**config.mk**
```make
export PLATFORM = sky130hd
export DESIGN_NAME = string_accel_avalon
export DESIGN_NICKNAME = d
export VERILOG_FILES = /design/src/rtl/string_accel_avalon.sv
export SDC_FILE = /design/constraint.sdc
export NUM_CORES = 2
export LEC_CHECK = 0
export CAP_MARGIN = 10
export CORE_MARGIN = 10
export CORE_UTILIZATION = 48
export CTS_BUF_LIST = sky130_fd_sc_hd__clkbuf_16
export DETAILED_ROUTE_END_ITERATION = 8
export HOLD_SLACK_MARGIN = 0.12
export PLACE_DENSITY_LB_ADDON = 0.12
export SKIP_CTS_REPAIR_TIMING = 1
export SYNTH_ARGS = -nofsm -noshare
export SYNTH_HDL_FRONTEND = slang
export SYNTH_SLANG_ARGS = --single-unit
export TNS_END_PERCENT = 10
```
**constraint.sdc**
```tcl
create_clock -name clk -period 79.1 [get_ports clk]
set_input_delay 11.865 -clock clk [delete_from_list [all_inputs] [get_ports clk]]
set_output_delay 11.865 -clock clk [all_outputs]
set_load 0.02 [all_outputs]
```
**src/rtl/string_accel_avalon.sv**
```systemverilog
// string_accel_avalon: Avalon-MM string engine over A/B buffers into R/SCALAR.
// A word-serial FSM walks four chars per cycle for copy/case/len/cmp/find.
module string_accel_avalon #(
   parameter int MAX_WORDS    = 8,
   parameter int ADDRESS_BITS = 5
) (
   input  logic                    clk,
   input  logic                    reset,
   input  logic                    chipselect,
   input  logic                    read,
   input  logic                    write,
   input  logic [ADDRESS_BITS-1:0] address,
   input  logic [31:0]             writedata,
   output logic [31:0]             readdata,
   output logic                    irq
);

   localparam int IW     = (MAX_WORDS > 1) ? $clog2(MAX_WORDS) : 1;
   localparam int A_BASE = 4;
   localparam int B_BASE = 4 + MAX_WORDS;
   localparam int R_BASE = 4 + 2 * MAX_WORDS;
   localparam int R_END  = 4 + 3 * MAX_WORDS;

   localparam logic [9:0]    CHARS  = 10'(4 * MAX_WORDS);
   localparam logic [IW-1:0] W_LAST = IW'(MAX_WORDS - 1);

   localparam logic [2:0] OP_COPY    = 3'd0;
   localparam logic [2:0] OP_UPPER   = 3'd1;
   localparam logic [2:0] OP_LOWER   = 3'd2;
   localparam logic [2:0] OP_STRLEN  = 3'd3;
   localparam logic [2:0] OP_STRCMP  = 3'd4;
   localparam logic [2:0] OP_FINDCHR = 3'd5;

   typedef enum logic [1:0] {
      S_IDLE,
      S_RUN,
      S_FINISH
   } state_t;

   state_t state_q, state_d;

   logic [31:0] a_mem [MAX_WORDS];
   logic [31:0] b_mem [MAX_WORDS];
   logic [31:0] r_mem [MAX_WORDS];

   logic [2:0]    op_q;
   logic [7:0]    ch_q;
   logic [7:0]    limit_q;
   logic          irq_en_q;
   logic          done_q;
   logic          err_q;
   logic          wr_ign_q;
   logic [7:0]    words_q;
   logic [7:0]    n_q;
   logic [31:0]   scalar_q;
   logic [IW-1:0] w_q;

   logic        wr, rd, idle, busy;
   logic        go_ok, go_bad;
   logic [31:0] addr32;
   logic        sel_ctrl, sel_status, sel_scalar;
   logic        sel_a, sel_b, sel_r;
   logic [IW-1:0] a_idx, b_idx, r_idx;
   logic [31:0] rd_val;
   logic        unused_wd;

   assign wr     = chipselect & write;
   assign rd     = chipselect & read;
   assign idle   = (state_q == S_IDLE);
   assign busy   = !idle;
   assign addr32 = 32'(address);

   assign sel_ctrl   = (addr32 == 32'd0);
   assign sel_status = (addr32 == 32'd1);
   assign sel_scalar = (addr32 == 32'd2);
   assign sel_a = (addr32 >= 32'(A_BASE)) && (addr32 < 32'(B_BASE));
   assign sel_b = (addr32 >= 32'(B_BASE)) && (addr32 < 32'(R_BASE));
   assign sel_r = (addr32 >= 32'(R_BASE)) && (addr32 < 32'(R_END));

   assign a_idx = IW'(addr32 - 32'(A_BASE));
   assign b_idx = IW'(addr32 - 32'(B_BASE));
   assign r_idx = IW'(addr32 - 32'(R_BASE));

   assign go_ok  = wr && sel_ctrl && idle && writedata[0]
                   && (writedata[3:1] <= OP_FINDCHR);
   assign go_bad = wr && sel_ctrl && idle && writedata[0]
                   && (writedata[3:1] > OP_FINDCHR);

   assign unused_wd = ^{writedata[31], writedata[29:25], writedata[7:4]};

   assign irq = done_q & irq_en_q;

   always_comb begin
      rd_val = '0;
      unique case (1'b1)
         sel_ctrl:   rd_val = {7'd0, irq_en_q, limit_q, ch_q,
                               4'd0, op_q, 1'b0};
         sel_status: rd_val = {16'd0, words_q, 4'd0,
                               wr_ign_q, err_q, busy, done_q};
         sel_scalar: rd_val = scalar_q;
         sel_a:      rd_val = a_mem[a_idx];
         sel_b:      rd_val = b_mem[b_idx];
         sel_r:      rd_val = r_mem[r_idx];
         default:    rd_val = '0;
      endcase
   end

   // Per-word datapath: classify each of the four bytes of word w_q.
   logic [9:0]  lmax, base, idx;
   logic [31:0] a_w, b_w, r_w, scalar_d;
   logic [7:0]  ab, bb, xb, d_a, d_b;
   logic        t_found, d_found, h_found, d_past, live, last;
   logic [1:0]  t_pos, h_pos;
   logic        exit_run;

   assign lmax = (limit_q == 8'h00 || {2'b00, limit_q} > CHARS)
                 ? CHARS : {2'b00, limit_q};

   always_comb begin
      a_w      = a_mem[w_q];
      b_w      = b_mem[w_q];
      base     = 10'({w_q, 2'b00});
      r_w      = '0;
      ab       = '0;
      bb       = '0;
      xb       = '0;
      idx      = '0;
      d_a      = '0;
      d_b      = '0;
      d_past   = 1'b0;
      t_found  = 1'b0;
      d_found  = 1'b0;
      h_found  = 1'b0;
      t_pos    = '0;
      h_pos    = '0;
      live     = 1'b1;
      for (int k = 0; k < 4; k++) begin
         ab  = a_w[8*k +: 8];
         bb  = b_w[8*k +: 8];
         idx = base + 10'(k);
         if (!t_found && (ab == 8'h00 || idx >= lmax)) begin
            t_found = 1'b1;
            t_pos   = 2'(k);
         end
         live = !t_found;
         if (!d_found && (idx >= lmax || ab != bb || ab == 8'h00)) begin
            d_found = 1'b1;
            d_a     = ab;
            d_b     = bb;
            d_past  = (idx >= lmax);
         end
         if (!h_found && live && ab == ch_q) begin
            h_found = 1'b1;
            h_pos   = 2'(k);
         end
         xb = ab;
         if (op_q == OP_UPPER && ab >= 8'h61 && ab <= 8'h7A)
            xb = ab - 8'h20;
         if (op_q == OP_LOWER && ab >= 8'h41 && ab <= 8'h5A)
            xb = ab + 8'h20;
         r_w[8*k +: 8] = live ? xb : 8'h00;
      end

      last     = (w_q == W_LAST);
      exit_run = t_found || last;
      scalar_d = scalar_q;
      case (op_q)
         OP_STRLEN:
            scalar_d = t_found ? 32'(base + 10'(t_pos)) : 32'(lmax);
         OP_STRCMP: begin
            exit_run = d_found || last;
            if (d_found && !d_past && d_a > d_b)
               scalar_d = 32'd1;
            else if (d_found && !d_past && d_a < d_b)
               scalar_d = '1;
            else
               scalar_d = '0;
         end
         OP_FINDCHR: begin
            exit_run = h_found || t_found || last;
            scalar_d = h_found ? 32'(base + 10'(h_pos)) : '1;
         end
         default: ;
      endcase
   end

   always_comb begin
      state_d = state_q;
      unique case (state_q)
         S_IDLE:   if (go_ok) state_d = S_RUN;
         S_RUN:    if (exit_run) state_d = S_FINISH;
         S_FINISH: state_d = S_IDLE;
         default:  state_d = S_IDLE;
      endcase
   end

   always_ff @(posedge clk or posedge reset) begin
      if (reset) state_q <= S_IDLE;
      else       state_q <= state_d;
   end

   always_ff @(posedge clk or posedge reset) begin
      if (reset) begin
         for (int i = 0; i < MAX_WORDS; i++) begin
            a_mem[i] <= '0;
            b_mem[i] <= '0;
            r_mem[i] <= '0;
         end
         op_q     <= '0;
         ch_q     <= '0;
         limit_q  <= '0;
         irq_en_q <= 1'b0;
         done_q   <= 1'b0;
         err_q    <= 1'b0;
         wr_ign_q <= 1'b0;
         words_q  <= '0;
         n_q      <= '0;
         scalar_q <= '0;
         w_q      <= '0;
         readdata <= '0;
      end else begin
         if (rd) readdata <= rd_val;

         if (wr && sel_status) begin
            if (writedata[0]) done_q   <= 1'b0;
            if (writedata[2]) err_q    <= 1'b0;
            if (writedata[3]) wr_ign_q <= 1'b0;
         end
         if (wr && busy && (sel_ctrl || sel_a || sel_b))
            wr_ign_q <= 1'b1;

         if (wr && idle && sel_a) a_mem[a_idx] <= writedata;
         if (wr && idle && sel_b) b_mem[b_idx] <= writedata;

         if (wr && idle && sel_ctrl) begin
            op_q     <= writedata[3:1];
            ch_q     <= writedata[15:8];
            limit_q  <= writedata[23:16];
            irq_en_q <= writedata[24];
            if (writedata[30]) begin
               for (int i = 0; i < MAX_WORDS; i++) begin
                  a_mem[i] <= '0;
                  b_mem[i] <= '0;
                  r_mem[i] <= '0;
               end
               scalar_q <= '0;
            end
         end

         if (go_ok) begin
            for (int i = 0; i < MAX_WORDS; i++) r_mem[i] <= '0;
            scalar_q <= '0;
            done_q   <= 1'b0;
            w_q      <= '0;
         end
         if (go_bad) begin
            err_q  <= 1'b1;
            done_q <= 1'b1;
         end

         if (state_q == S_RUN) begin
            if (op_q <= OP_LOWER) r_mem[w_q] <= r_w;
            if (exit_run) begin
               scalar_q <= scalar_d;
               n_q      <= 8'(w_q) + 8'd1;
            end else begin
               w_q <= w_q + IW'(1);
            end
         end

         // Completion set is last so it beats a same-cycle W1C.
         if (state_q == S_FINISH) begin
            done_q  <= 1'b1;
            words_q <= n_q;
         end
      end
   end

endmodule
```
==> flow_metrics.tcl <==
set metrics [dict create \
    numCtsBuffers 98 \
    min_period_ns 16.62 \
    status "complete, no violations" \
    ys_seq_elements 868 \
    ys.flop_type "dfrtp_1" \
    tritoncts "built" \
    power.share.clock 0.340 \
    placed_area_sq_mm 0.0478 \
    core_sq_mm 0.0964 \
    place_congestion 0.991 \
    synth_edf_count 0 \
    antenna_found_initial 14 \
    route.detailed.drc 0 \
    io_pins 75 \
    p_switching_mw 0.463 \
    p_leak_nw 21.5 \
    root_buffer "clkbuf_16" \
    vdd_ir_drop_max_v 0.0000223 \
    rsz0062_at_grt "false" \
    p_seq_frac 0.413 \
    clock_sinks 868 \
    fp.dieW_um 331 \
    required_ns 79.70 \
    die_y_um 331 \
    p_comb_frac 0.247 \
    r2r-start "w_q[2]" \
    routed_wl_mm 205 \
    detail-route-antenna-nets 0 \
    cp-end-kind "flip-flop" \
    worst_path_most_repeated_cell "buf_4" \
    dp.final_hpwl_mm 124 \
    skew_ns 0.0400 \
    synth_cell_types 104 \
    fin_area_sq_mm 0.0509 \
    overflow 0 \
    grt_max_degree 157 \
    worstMarginPinSlew_ns 1.32 \
    finalCritPeriodShare 0.210 \
    grt_pass1_vias 41082 \
    grt_util_all_layers 0.364 \
    synth.avg_cell_area_sq_um 9.07 \
    via_count 43701 \
    p_int_mw 0.878 \
    io_buffers 74 \
    powerDensity_mw_per_mm2 26.4 \
    regArea_sq_mm 0.0217 \
    relSlewSlack 0.116 \
    die-area_sq_mm 0.110 \
    crit_path_max_incr_delay_ns 0.97 \
    crit_chain "clkdlybuf4s50_1, or3_4, nor3_2, buf_4, and3_4, a31oi_4, buf_4, buf_4, nand3_1, o21ai_0" \
    cp_data_arrival_time_ns 17.22 \
    multiInputGateArea_sq_mm 0.0225 \
    fillCellCount 8972 \
    clock_latency_ns 0.71 \
    grt_pass1_wl_mm 296 \
    fin_tns_setup_ns 0 \
    criticalPathCategory "in -> reg" \
    slew_violations 0 \
    worstHoldStart "r_mem[174]" \
    ys_warn_count 0 \
    fin_nets 4948 \
    critPathLaunchType "input port" \
    clock.fmax_mhz 60.2 \
    clock_path_buffers 3 \
    crit_path_max_fanout 105 \
    crit_start "address[0]" \
    drtIter0Drc 6871 \
    switching_share 0.345 \
    finalSetupViolations 0 \
    hold_violations 0 \
    max_cap_violations 0 \
    syn-cell-area_sq_mm 0.0465 \
    syn_to_final_growth_pct 9.53 \
    path_clk_slew_ns 0.06 \
    initial_core_util 0.482 \
    ys_seq_area_frac 0.468 \
    fp-row-count 114 \
    htreeDepth 3 \
    async_reset_ff_frac 1.00 \
    utilization 0.528 \
    vias_per_cell 7.01 \
    wl_per_cell_um 32.8 \
    synth_nets 5188 \
    firstDrtPassIters 8 \
    min_path_type "reg -> reg" \
    drive_above_1_share 0.100 \
    crit_slowest_cell "buf_4" \
    syn_inst 5120 \
]
critical path, delay by kind of cell:
kind	cells	cell delay [ns]
compound gates	2	0.89
simple gates	4	1.43
buf+inv	4	2.86
power groups by stage:
stage / sequential, mW / combinational [mW] / clock [mW]
2_1_floorplan: 0.543 / 0.211 / 0
3_3_place_gp: 0.558 / 0.316 / 0
3_5_place_dp: 0.558 / 0.320 / 0
4_1_cts: 0.551 / 0.320 / 0.457
5_1_grt: 0.559 / 0.349 / 0.474
6_report: 0.553 / 0.331 / 0.456
logic make-up (layout without fill, tap and decap cells):
family,Yosys count,count (layout),synth area share
AOI/OAI and AO/OA,1787,1787,0.234
and+or+nand+nor,1541,1541,0.150
DFF,868,868,0.468
buffers and inverters,586,422,0.0550
muxes,221,221,0.0700
xor gates and xnor gates,91,91,0.0172
adders and majority gates,26,26,0.00700
other,0,5,0
state kept, by name, summed over array words and instances, names as in the netlist:
register and count:
limit_q 8, err_q 1, words_q 4, irq_en_q 1
done_q 1, b_mem 256, a_mem 256, ch_q 8
n_q 4, readdata 32, w_q 3, wr_ign_q 1
state_q 2, op_q 3, scalar_q 32, r_mem 256
worst paths after layout:
| check | endpoint | slack, ns | cells after the start |
|---|---|---|---|
| min | r_mem[174] | 0.48 | 2 |
| min reg2reg | r_mem[174] | 0.48 | 2 |
| max in group asynchronous | b_mem[130] | 63.27 | 6 |
| max | r_mem[123] | 62.48 | 10 |
| max reg2reg | scalar_q[15] | 70.16 | 20 |
| min in group asynchronous | r_mem[1] | 11.71 | 2 |
final cells by class:
cell class	count	area share
antenna	5	0.000246
inverter	41	0.00317
multi-input combinational	3666	0.442
timing repair buffer	205	0.0351
tap	1276	0.0314
clock inverter	77	0.0122
clock buffer	99	0.0487
sequential	868	0.427
stage by stage:
step	power, mW	hold WS [ns]	instances	worst slack, ns
5_1_grt	1.38	0.501	6234	62.30
2_1_floorplan	0.754	0.448	5120	42.84
3_5_place_dp	0.878	0.471	6054	61.87
6_report	1.34	0.482	6237	62.48
3_3_place_gp	0.873	0.464	6053	61.94
4_1_cts	1.33	0.485	6230	62.60
synth_stat cells (9+ instances only):
cell,number,area share
nor2b_1,15,0.0020
nor3_1,93,0.010
or3_1,16,0.0022
a22o_1,96,0.018
a221oi_1,19,0.0036
nand2_1,698,0.056
o311ai_0,17,0.0032
o21ai_0,512,0.055
xnor2_1,54,0.010
and2_1,15,0.0020
mux4_2,77,0.037
a211oi_1,10,0.0016
ha_1,26,0.0070
mux2_2,48,0.012
clkbuf_1,420,0.034
or2_2,10,0.0013
dfrtp_1,868,0.47
nand4_1,16,0.0022
a31oi_1,11,0.0015
and3_1,9,0.0012
a31o_1,22,0.0041
nand2b_1,18,0.0024
buf_1,50,0.0040
clkbuf_2,16,0.0017
o22ai_1,340,0.046
inv_1,37,0.0030
buf_6,20,0.0048
mux2i_1,87,0.019
a22oi_1,20,0.0032
nand3_1,444,0.048
a21oi_1,549,0.059
a2111oi_0,12,0.0023
nor4_1,24,0.0032
nor2_1,153,0.012
buf_4,14,0.0023
xor2_1,37,0.0070
o221ai_1,69,0.013
buf_2,16,0.0017
placed cells by master (no fill, tap or decap), drive strengths merged, types with 10 or more instances in the layout:
cell type / n
and2: 16
xor2: 37
mux2i: 89
mux4: 77
nor3: 94
clkdlybuf4s50: 74
o221ai: 72
or2: 13
nand3: 444
a31oi: 11
nand4: 17
ha: 26
nor2b: 15
clkbuf: 99
a22o: 97
inv: 68
buf: 131
a221oi: 22
and3: 10
a22oi: 23
a31o: 29
nor2: 153
a2111oi: 13
a211oi: 12
nand2b: 18
nand2: 701
a21oi: 549
o21ai: 518
o22ai: 342
or3: 16
o311ai: 17
clkinv: 39
mux2: 55
dfrtp: 868
xnor2: 54
nor4: 27
bufinv: 10
layer usage:
metal | GRT usage | part of all wire
met1 | 0.487 | 0.38
met5 | 0 | 0.00050
met2 | 0.514 | 0.42
met4 | 0.214 | 0.070
met3 | 0.114 | 0.12
No activity file was read; power rests on OpenSTA's default activity.
